[src/rtl/tdm_frame_scheduler.sv]
// Transmit-side TDM frame controller: snapshots one word per channel at frame start,
// then sends a sync bit and NUM_CH MSB-first slots on a divided bit clock.
module tdm_frame_scheduler #(
  parameter int unsigned              NUM_CH   = 5,
  parameter int unsigned              SLOT_W   = 16,
  parameter int unsigned              CLK_DIV  = 4,
  parameter int unsigned              GAP_BITS = 0,
  parameter logic [SLOT_W-1:0]        FILL     = '0
) (
  input  logic                        clock,
  input  logic                        reset_n,
  input  logic                        enable,
  input  logic [NUM_CH-1:0]           ch_valid,
  input  logic [NUM_CH*SLOT_W-1:0]    ch_data,
  output logic [NUM_CH-1:0]           ch_ack,
  output logic [NUM_CH-1:0]           underrun,
  output logic                        tdm_clk,
  output logic                        tdm_sync,
  output logic                        tdm_data,
  output logic                        frame_done,
  output logic                        busy
);

  localparam int unsigned FRAME_BITS = NUM_CH * SLOT_W;
  localparam int unsigned BW = (FRAME_BITS > 1) ? $clog2(FRAME_BITS) : 1;
  localparam int unsigned DW = $clog2(CLK_DIV);
  localparam int unsigned GW = (GAP_BITS > 1) ? $clog2(GAP_BITS) : 1;
  localparam logic [DW-1:0] DIV_LAST = DW'(CLK_DIV - 1);
  localparam logic [DW-1:0] DIV_HALF = DW'(CLK_DIV / 2);
  localparam logic [BW-1:0] BIT_LAST = BW'(FRAME_BITS - 1);
  localparam logic [GW-1:0] GAP_LAST = GW'((GAP_BITS > 0) ? GAP_BITS - 1 : 0);
  localparam bit            HAS_GAP  = (GAP_BITS != 0);

  typedef enum logic [1:0] {S_IDLE, S_SYNC, S_SHIFT, S_GAP} state_t;

  state_t                r_state;
  logic [DW-1:0]         r_div;
  logic [BW-1:0]         r_bit;
  logic [GW-1:0]         r_gap;
  logic [FRAME_BITS-1:0] r_snap;

  logic [DW-1:0]         w_div_next;
  logic                  w_wrap;
  logic                  w_frame_end;
  logic                  w_gap_end;
  logic                  w_period_end;
  logic                  w_go_sync;
  logic                  w_go_idle;
  logic [FRAME_BITS-1:0] w_capture;

  // Snapshot is held as one shift register with ch0 in the top slot, so the next
  // serial bit is always the MSB instead of a slot/bit index computed from r_bit.
  always_comb begin
    w_wrap       = (r_div == DIV_LAST);
    w_div_next   = w_wrap ? '0 : r_div + DW'(1);
    w_frame_end  = (r_state == S_SHIFT) && w_wrap && (r_bit == BIT_LAST);
    w_gap_end    = HAS_GAP && (r_state == S_GAP) && w_wrap && (r_gap == GAP_LAST);
    w_period_end = (w_frame_end && !HAS_GAP) || w_gap_end;
    w_go_sync    = ((r_state == S_IDLE) || w_period_end) && enable;
    w_go_idle    = w_period_end && !enable;
    w_capture    = '0;
    for (int unsigned i = 0; i < NUM_CH; i++) begin
      w_capture[(NUM_CH-1-i)*SLOT_W +: SLOT_W] =
        ch_valid[i] ? ch_data[i*SLOT_W +: SLOT_W] : FILL;
    end
  end

  always_ff @(posedge clock or negedge reset_n) begin
    if (!reset_n) begin
      r_state    <= S_IDLE;
      r_div      <= '0;
      r_bit      <= '0;
      r_gap      <= '0;
      r_snap     <= '0;
      ch_ack     <= '0;
      underrun   <= '0;
      tdm_clk    <= 1'b0;
      tdm_sync   <= 1'b0;
      tdm_data   <= 1'b0;
      frame_done <= 1'b0;
      busy       <= 1'b0;
    end else begin
      ch_ack     <= '0;
      underrun   <= '0;
      frame_done <= 1'b0;

      if (r_state != S_IDLE) begin
        r_div   <= w_div_next;
        tdm_clk <= (w_div_next >= DIV_HALF);
      end

      if (w_wrap) begin
        case (r_state)
          S_SYNC: begin
            r_state  <= S_SHIFT;
            r_bit    <= '0;
            tdm_sync <= 1'b0;
            tdm_data <= r_snap[FRAME_BITS-1];
            r_snap   <= {r_snap[FRAME_BITS-2:0], 1'b0};
          end
          S_SHIFT: begin
            if (r_bit != BIT_LAST) begin
              r_bit    <= r_bit + BW'(1);
              tdm_data <= r_snap[FRAME_BITS-1];
              r_snap   <= {r_snap[FRAME_BITS-2:0], 1'b0};
            end else begin
              frame_done <= 1'b1;
              r_bit      <= '0;
              tdm_data   <= 1'b0;
              if (HAS_GAP) begin
                r_state <= S_GAP;
                r_gap   <= '0;
              end
            end
          end
          S_GAP: begin
            if (r_gap != GAP_LAST) r_gap <= r_gap + GW'(1);
          end
          default: ;
        endcase
      end

      // Frame start and stop override the per-state updates above.
      if (w_go_sync) begin
        r_state  <= S_SYNC;
        r_div    <= '0;
        tdm_clk  <= 1'b0;
        tdm_sync <= 1'b1;
        tdm_data <= 1'b0;
        busy     <= 1'b1;
        r_snap   <= w_capture;
        ch_ack   <= ch_valid;
        underrun <= ~ch_valid;
      end else if (w_go_idle) begin
        r_state  <= S_IDLE;
        r_div    <= '0;
        tdm_clk  <= 1'b0;
        tdm_sync <= 1'b0;
        tdm_data <= 1'b0;
        busy     <= 1'b0;
      end
    end
  end

endmodule

[config.mk]
export PLATFORM = sky130hd
export DESIGN_NAME = tdm_frame_scheduler
export DESIGN_NICKNAME = d
export VERILOG_FILES = /design/src/rtl/tdm_frame_scheduler.sv
export SDC_FILE = /design/constraint.sdc
export NUM_CORES = 1
export LEC_CHECK = 0
export ABC_AREA = 1
export CAP_MARGIN = 25
export CORE_MARGIN = 2
export CORE_UTILIZATION = 58
export DETAILED_ROUTE_END_ITERATION = 10
export PLACE_DENSITY = 0.86
export SYNTH_ARGS = -nofsm -noshare
export SYNTH_HDL_FRONTEND = slang
export SYNTH_SLANG_ARGS = --single-unit
export TNS_END_PERCENT = 10
[constraint.sdc]
create_clock -name clock -period 3.68 [get_ports clock]
set_input_delay 0.368 -clock clock [delete_from_list [all_inputs] [get_ports clock]]
set_output_delay 0.368 -clock clock [all_outputs]
set_load 0.02 [all_outputs]
==> summary.md, run 1 <==
| Metric | Value |
|---|---|
| Post-route design area | 6970 um2 |
| RSZ-0062 raised after global routing | no |
| Critical path class | reg2reg |
| Number of max-capacitance violations reported | 0 |
| Measured slew at the worst slew-check pin | 0.819 ns |
| Number of antenna violations at the first check in global routing | 0 |
| Core Footprint | 9770 um2 |
| Count of cells along the worst register-to-register path | 11 |
| Total power after layout | 3.81 mW |
| Async set or reset register ratio after synthesis | 100% |
| Number of different library cells in the post-synthesis netlist | 27 |
| Antenna cell count | 0 |
| Hold crit path type | in2async |
| CP Capture Type | flip-flop |
| Maximum number of pins on one net before global-route repair | 83 |
| Gate count of the mapped netlist | 878 |
| Total of cells resized after clock tree synthesis | 0 |
| Number of synthesized register bits | 104 |
| Number of synthesized flops with an enable pin | 0 |
| Post-CTS repair timing setup buffer count | 0 |
| Avg WL per Cell | 11.5 um |
| Syn Nets | 971 |
| Sinks on Clock Net | 104 |
| Setup-violating endpoint count in the final report | 0 |
| CTS H-tree lvls | 3 |
| Least setup slack across all paths after layout | 1.14 ns |
| Startpoint class of the critical path | flip-flop |
| Die footprint | 10,900 um2 |
| Pins Over Slew Limit | 0 |
| CP required | 3.98 ns |
| Accumulated negative setup slack | 0 ns |
| Wire length of the first global-routing pass | 22.3 mm |
| Number of buffers added by the clock tree synthesis step | 9 |
| Outcome | finished, final reports clean |
| Largest clock skew in the final design | 0.0125 ns |
| Critical Path Fanout Max | 78 |
| Worst voltage drop across the vdd grid | 0.321 mV |
| Quantity of I/O buffers inserted on ports | 102 |
| Data arrival, critical path | 2.84 ns |
| Combined global-route utilization of all metal layers | 24.3% |
| Relative slew slack | 45.4% |
| Placement Setup Slack | 1.17 ns |
| Layout cells sized above 1 | 3.37% |
| Critical R2R Capture | r_snap[29] |
| Grt total ovfl | 0 |
| Commonest cells post-synth | nand2_1 (489), dfrtp_1 (104), inv_1 (94) |
| Number of ports placed on the die boundary | 103 |
| # rows | 36 |
| Most area-consuming cells after synthesis | dfrtp_1 (45%), nand2_1 (31%), nand3_1 (7.2%) |
| Post-route minimum period | 2.54 ns |
| Vias in the first global route | 5,126 |
| Final period util | 69.0% |
| Final core utilization | 71.3% |
| TritonCTS clock tree | yes |
| Overall die height | 104 um |
| Final Hold Fails | 0 |
| Part of the Yosys area used for sequential elements | 44.6% |
| Mean post-synth cell area | 6.65 um2 |
| Effective utilization at floorplan | 59.7% |
| Number of nets with antenna violations after routing | 0 |
| Cell taking the most area after synthesis | dfrtp_1 |
| Most common flop cell mapped by yosys | dfrtp_1 |
| Clock slew at reported path FFs | 0.10 ns |
| Number of search-and-repair iterations in the first detailed-routing pass | 4 |
| Most common cell in the synthesized netlist | nand2_1 |
| Buffer cell driving the clock tree root | clkbuf_8 |
| Maximum frequency from static timing analysis | 394 MHz |
| Routability congestion estimate | 0.807 |
| Number of buffers between clock root and the deepest sink | 2 |
| Fin nets | 1,038 |
| Static Leak | 4.26 nW |
| Number of warning messages in the yosys log | 0 |
| Floorplan die width | 104 um |
| Setup slack on the worst flop-to-flop path | 1.14 ns |
| Total placed instance area | 6790 um2 |
| Ratio of routed vias to standard cells | 4.85 |
| Post-Syn Area | 5840 um2 |
| Later-pin clock latency in the skew report | 0.36 ns |
| HPWL reported at the end of detailed placement | 7.95 mm |
| Power per standard cell area | 548 nW/um2 |
| Number of vias after detailed routing | 5,257 |
| Detailed router's first-iteration violation count | 294 |
| Aggregate routed wire length | 12.4 mm |
| Residual DRC count | 0 |
| Area grow syn2layout | 19.4% |
| R2r startpoint | r_state[0] |
| Portion of synthesized cell area occupied by the leading cell type | 44.6% |
[critical path: stages, from the launching register on]
cell and delay (ns):
dfrtp_1 0.42, inv_1 0.09, ha_1 0.20, nand2_1 0.09
inv_1 0.11, nand3_2 0.12, nand2_2 0.11, nand2_4 0.28
nand2_4 0.15, buf_4 0.64, nand2_1 0.14, nand2_1 0.09
[timing repair]
action	4_1_cts	5_1_grt
endpoints found under the hold margin	25	0
setup endpoints to repair	0	0
hold buffers	1	0
[layer usage]
metal  wire length, um  up-vias  GRT usage [%]
met5                 0        -              0
met4                82        0           5.89
met3               551        8           3.88
met2              6050      120           42.7
met1              5740     2381           31.5
li1                  -     2748              -
[worst max path at each step]
stage               startpoint         end  slack, ns  depth (start not counted)
floorplan           r_state[0]   r_snap[1]       1.90                         12
global placement    r_state[0]   r_snap[7]       1.23                         11
detailed placement  r_state[0]  r_snap[74]       1.17                         11
CTS                 r_state[0]  r_snap[74]       1.15                         11
global route        r_state[0]  r_snap[29]       0.94                         11
finish              r_state[0]  r_snap[29]       1.14                         11
[report_power, final]
group | switching [mW] | internal, mW | leakage [nW] | total [mW]
Sequential | 0.191 | 1.49 | 1.39 | 1.68
Clock | 0.381 | 0.246 | 0.0793 | 0.627
Combinational | 0.963 | 0.540 | 2.79 | 1.50
[layout make-up]
class	count	area, um2
fillers	834	2810
flip-flops and latches	104	2600
multi-input cells	624	2580
repair buffers	110	1090
inverters	96	360
well taps	133	166
clock buffers	11	131
clock inverters	5	33.8
[stage by stage]
stage / hold WS [ns] / std cells
final: 0.448 / 1083
after global routing: 0.473 / 1083
after CTS: 0.449 / 1083
after detailed placement: 0.306 / 1066
after global placement: 0.300 / 1066
after floorplan: 0.0724 / 878
[logic make-up after synthesis]
group / share of synthesized area, %
compound gates: 1.26
xor+xnor: 0.300
fa+ha+maj: 1.07
buf+inv: 11.2
flops: 44.6
simple gates: 41.5
[cells in the final DEF, fill, tap and decap left out, types with 2 or more instances in the layout]
| cell type | Yosys | routed |
|---|---|---|
| nor2_1 | 18 | 18 |
| clkbuf_8 | 0 | 9 |
| inv_1 | 94 | 94 |
| dfrtp_1 | 104 | 104 |
| nand3b_1 | 3 | 3 |
| a21oi_1 | 7 | 7 |
| clkbuf_1 | 18 | 2 |
| clkdlybuf4s50_1 | 0 | 100 |
| ha_1 | 5 | 5 |
| clkinv_2 | 0 | 2 |
| nand2_4 | 1 | 2 |
| clkinvlp_4 | 0 | 2 |
| buf_4 | 12 | 7 |
| inv_2 | 2 | 2 |
| nand2_1 | 489 | 489 |
| nand2_2 | 3 | 2 |
| o21ai_0 | 3 | 3 |
| xor2_1 | 2 | 2 |
| nand3_1 | 84 | 84 |
[flip-flops by register name, summed over array words and instances (netlist names)]
signal	count
r_snap	80
r_bit	7
ch_ack	5
underrun	5
r_state	2
busy	1
frame_done	1
r_div	1
tdm_clk	1
tdm_data	1
No activity file was read; power rests on OpenSTA's default activity.
==> run 2, diff against run 1 <==
CORE_UTILIZATION = 48   (was 58)
PLACE_DENSITY = 0.76   (was 0.86)
clock period = 2.2 ns   (was 3.68 ns; I/O delays follow)
==> run 2 against run 1 <==
  * Combinational power rose by 75%
  * Critical path depth did not move
  * Cell area grew 3.0%
  * Register-to-register slack worse by 0.96 ns
  * Non-clock buffer count is 6 higher
  * Clock power increased by 140%
  * Largest power group unchanged
  * Maximum frequency grew 26%
  * Worst setup slack worse by 0.96 ns
  * Sequential share of layout area decreased by 1.1 points
  * Sequential cell count is the same
  * Count of clock-buffer cells in the layout rose by 1
  * Highest routed layer is now met5
==> summary.md, run 2 (same netlist as run 1, synthesis figures left out) <==
| Metric | Value |
|---|---|
| Number of buffers between clock root and the deepest sink | 2 (unchanged) |
| Grt total ovfl | 0 (unchanged) |
| Layout cells sized above 1 | 3.98% (was 3.37%) |
| Worst hold slack across all endpoints | 0.308 ns (was 0.448 ns) |
| Core Footprint | 12,000 um2 (was 9770 um2) |
| Relative slew slack | 43.5% (was 45.4%) |
| Number of ports placed on the die boundary | 103 (unchanged) |
| Detailed router's first-iteration violation count | 334 (was 294) |
| Number of max-capacitance violations reported | 0 (unchanged) |
| Measured slew at the worst slew-check pin | 0.848 ns (was 0.819 ns) |
| Aggregate routed wire length | 12.8 mm (was 12.4 mm) |
| Accumulated negative setup slack | 0 ns (unchanged) |
| Power per standard cell area | 969 nW/um2 (was 548 nW/um2) |
| Data arrival, critical path | 2.30 ns (was 2.84 ns) |
| Least setup slack across all paths after layout | 0.186 ns (was 1.14 ns) |
| Final core utilization | 60.0% (was 71.3%) |
| # rows | 40 (was 36) |
| Routability congestion estimate | 0.830 (was 0.807) |
| Antenna cell count | 0 (unchanged) |
| Buffer cell driving the clock tree root | clkbuf_16 (was clkbuf_8) |
| Setup-violating endpoint count in the final report | 0 (unchanged) |
| Post-route minimum period | 2.01 ns (was 2.54 ns) |
| Avg WL per Cell | 11.6 um (was 11.5 um) |
| Die footprint | 13,100 um2 (was 10,900 um2) |
| Critical Path Fanout Max | 39 (was 78) |
| HPWL reported at the end of detailed placement | 8.03 mm (was 7.95 mm) |
| Critical-path top delay cell | dfrtp_1 (was buf_4) |
| Total power after layout | 6.96 mW (was 3.81 mW) |
| Ratio of routed vias to standard cells | 4.76 (was 4.85) |
| Non-filler cells in the finished layout | 1,102 (was 1,083) |
| Maximum number of pins on one net before global-route repair | 80 (was 83) |
| Sinks on Clock Net | 104 (unchanged) |
| Critical path class | reg2reg (unchanged) |
| CP required | 2.48 ns (was 3.98 ns) |
| Combined buffer and inverter count along the critical path | 3 (unchanged) |
| Clock slew at reported path FFs | 0.07 ns (was 0.10 ns) |
| Vias in the first global route | 4,928 (was 5,126) |
| Largest stage delay on the critical path | 0.40 ns (was 0.64 ns) |
| Setup slack on the worst flop-to-flop path | 0.19 ns (was 1.14 ns) |
| Cell seen most often among critical-path stages | nand2_1 (unchanged) |
| Final Hold Fails | 0 (unchanged) |
| Register name with the most flops | r_snap (unchanged) |
| Combined global-route utilization of all metal layers | 20.6% (was 24.3%) |
| Worst voltage drop across the vdd grid | 0.467 mV (was 0.321 mV) |
| Biggest registers after layout | r_snap x80, r_bit x7 (unchanged) |
| Cell Chain, Critical Path | inv_1, ha_1, nand2_1, inv_1, nand3_2, nand2_2, buf_4, nand3_1, nand2_1, nand2_1, nand2_1 (was inv_1, ha_1, nand2_1, inv_1, nand3_2, nand2_2, nand2_4, nand2_4, buf_4, nand2_1, nand2_1) |
| Static Leak | 4.36 nW (was 4.26 nW) |
| Maximum frequency from static timing analysis | 496 MHz (was 394 MHz) |
| Total placed instance area | 6890 um2 (was 6790 um2) |
| Hold crit path type | in2reg (was in2async) |
| Area grow syn2layout | 22.9% (was 19.4%) |
| Largest clock skew in the final design | 0.00785 ns (was 0.0125 ns) |
| Number of buffers added by the clock tree synthesis step | 9 (unchanged) |
| Pins Over Slew Limit | 0 (unchanged) |
| TritonCTS clock tree | yes (unchanged) |
| Number of antenna violations at the first check in global routing | 1 (was 0) |
| Final period util | 91.6% (was 69.0%) |
| RSZ-0062 raised after global routing | no (unchanged) |
| Later-pin clock latency in the skew report | 0.34 ns (was 0.36 ns) |
| Floorplan die width | 114 um (was 104 um) |
| Total of cells resized after clock tree synthesis | 0 (unchanged) |
| Most used cells in the layout excluding fill and tap cells | nand2_1 (489), dfrtp_1 (104), clkdlybuf4s50_1 (100) (unchanged) |
| Quantity of I/O buffers inserted on ports | 102 (unchanged) |
| Number of flip-flops under the largest register name | 80 (unchanged) |
| Number of nets with antenna violations after routing | 0 (unchanged) |
| Overall die height | 114 um (was 104 um) |
| Startpoint class of the critical path | flip-flop (unchanged) |
| CP Capture Type | flip-flop (unchanged) |
| Residual DRC count | 0 (unchanged) |
| Number of cells after detailed placement | 1,086 (was 1,066) |
| Hold-fix buffers, CTS | 1 (unchanged) |
| Fin nets | 1,044 (was 1,038) |
| Placement Setup Slack | 0.219 ns (was 1.17 ns) |
| Outcome | finished, final reports clean (unchanged) |
| CTS H-tree lvls | 3 (unchanged) |
| Number of vias after detailed routing | 5,250 (was 5,257) |
| Wire length of the first global-routing pass | 22.1 mm (was 22.3 mm) |
| Category of cells accounting for the largest share of critical-path delay | simple AND/OR/NAND/NOR gates (unchanged) |
| Most common library cell in the layout ignoring fill and taps | nand2_1 (unchanged) |
| Number of search-and-repair iterations in the first detailed-routing pass | 4 (unchanged) |
| Post-route design area | 7180 um2 (was 6970 um2) |
| Effective utilization at floorplan | 48.8% (was 59.7%) |
| Post-CTS repair timing setup buffer count | 0 (unchanged) |
[run 2: changes by cell type in the layout (fill, tap and decap cells not counted)]
| cell | change |
|---|---|
| clkinvlp_4 | -1 |
| buf_12 | +3 |
| clkinv_4 | -1 |
| clkbuf_1 | -1 |
| buf_4 | +3 |
| clkbuf_8 | -7 |
| clkbuf_16 | +9 |
[run 2: final cells by class]
| type | count | area [um2] |
|---|---|---|
| Fill cell | 1116 | 4790 |
| Inverter | 96 | 360 |
| Multi-Input combinational cell | 624 | 2580 |
| Clock buffer | 12 | 256 |
| Clock inverter | 3 | 17.5 |
| Sequential cell | 104 | 2600 |
| Timing Repair Buffer | 116 | 1170 |
| Tap cell | 147 | 184 |
[run 2: final timing paths]
kind	start	endpoint	cells past startpoint
min in group asynchronous	reset_n	r_bit[5]	2
max in group asynchronous	reset_n	r_snap[17]	3
min reg2reg	r_snap[0]	r_snap[0]	2
min	enable	r_div[0]	4
max	r_state[0]	r_snap[76]	11
max reg2reg	r_state[0]	r_snap[76]	11
[run 2: power by group]
group	switching [mW]	leakage, nW	internal (mW)
clock	0.695	0.134	0.821
sequential	0.311	1.39	2.50
combinational	1.64	2.83	0.984
[run 2: routing by layer]
layer | track usage [%] | up-vias | wire length, um
li1 | - | 2761 | -
met1 | 28.4 | 2354 | 6350
met2 | 33.7 | 123 | 5770
met3 | 4.08 | 10 | 622
met4 | 4.80 | 2 | 88
met5 | 0 | - | 13
[run 2: worst min-delay path, stage by stage]
cell,delay [ns]
buf_2,0.14
nand2_1,0.12
nand2_1,0.08
a21oi_1,0.05
==> run 3, diff against run 2 <==
CAP_MARGIN = 20   (was 25)
==> results of run 3 <==
Same layout as run 2: the final DEF is identical, and so are final timing and power.
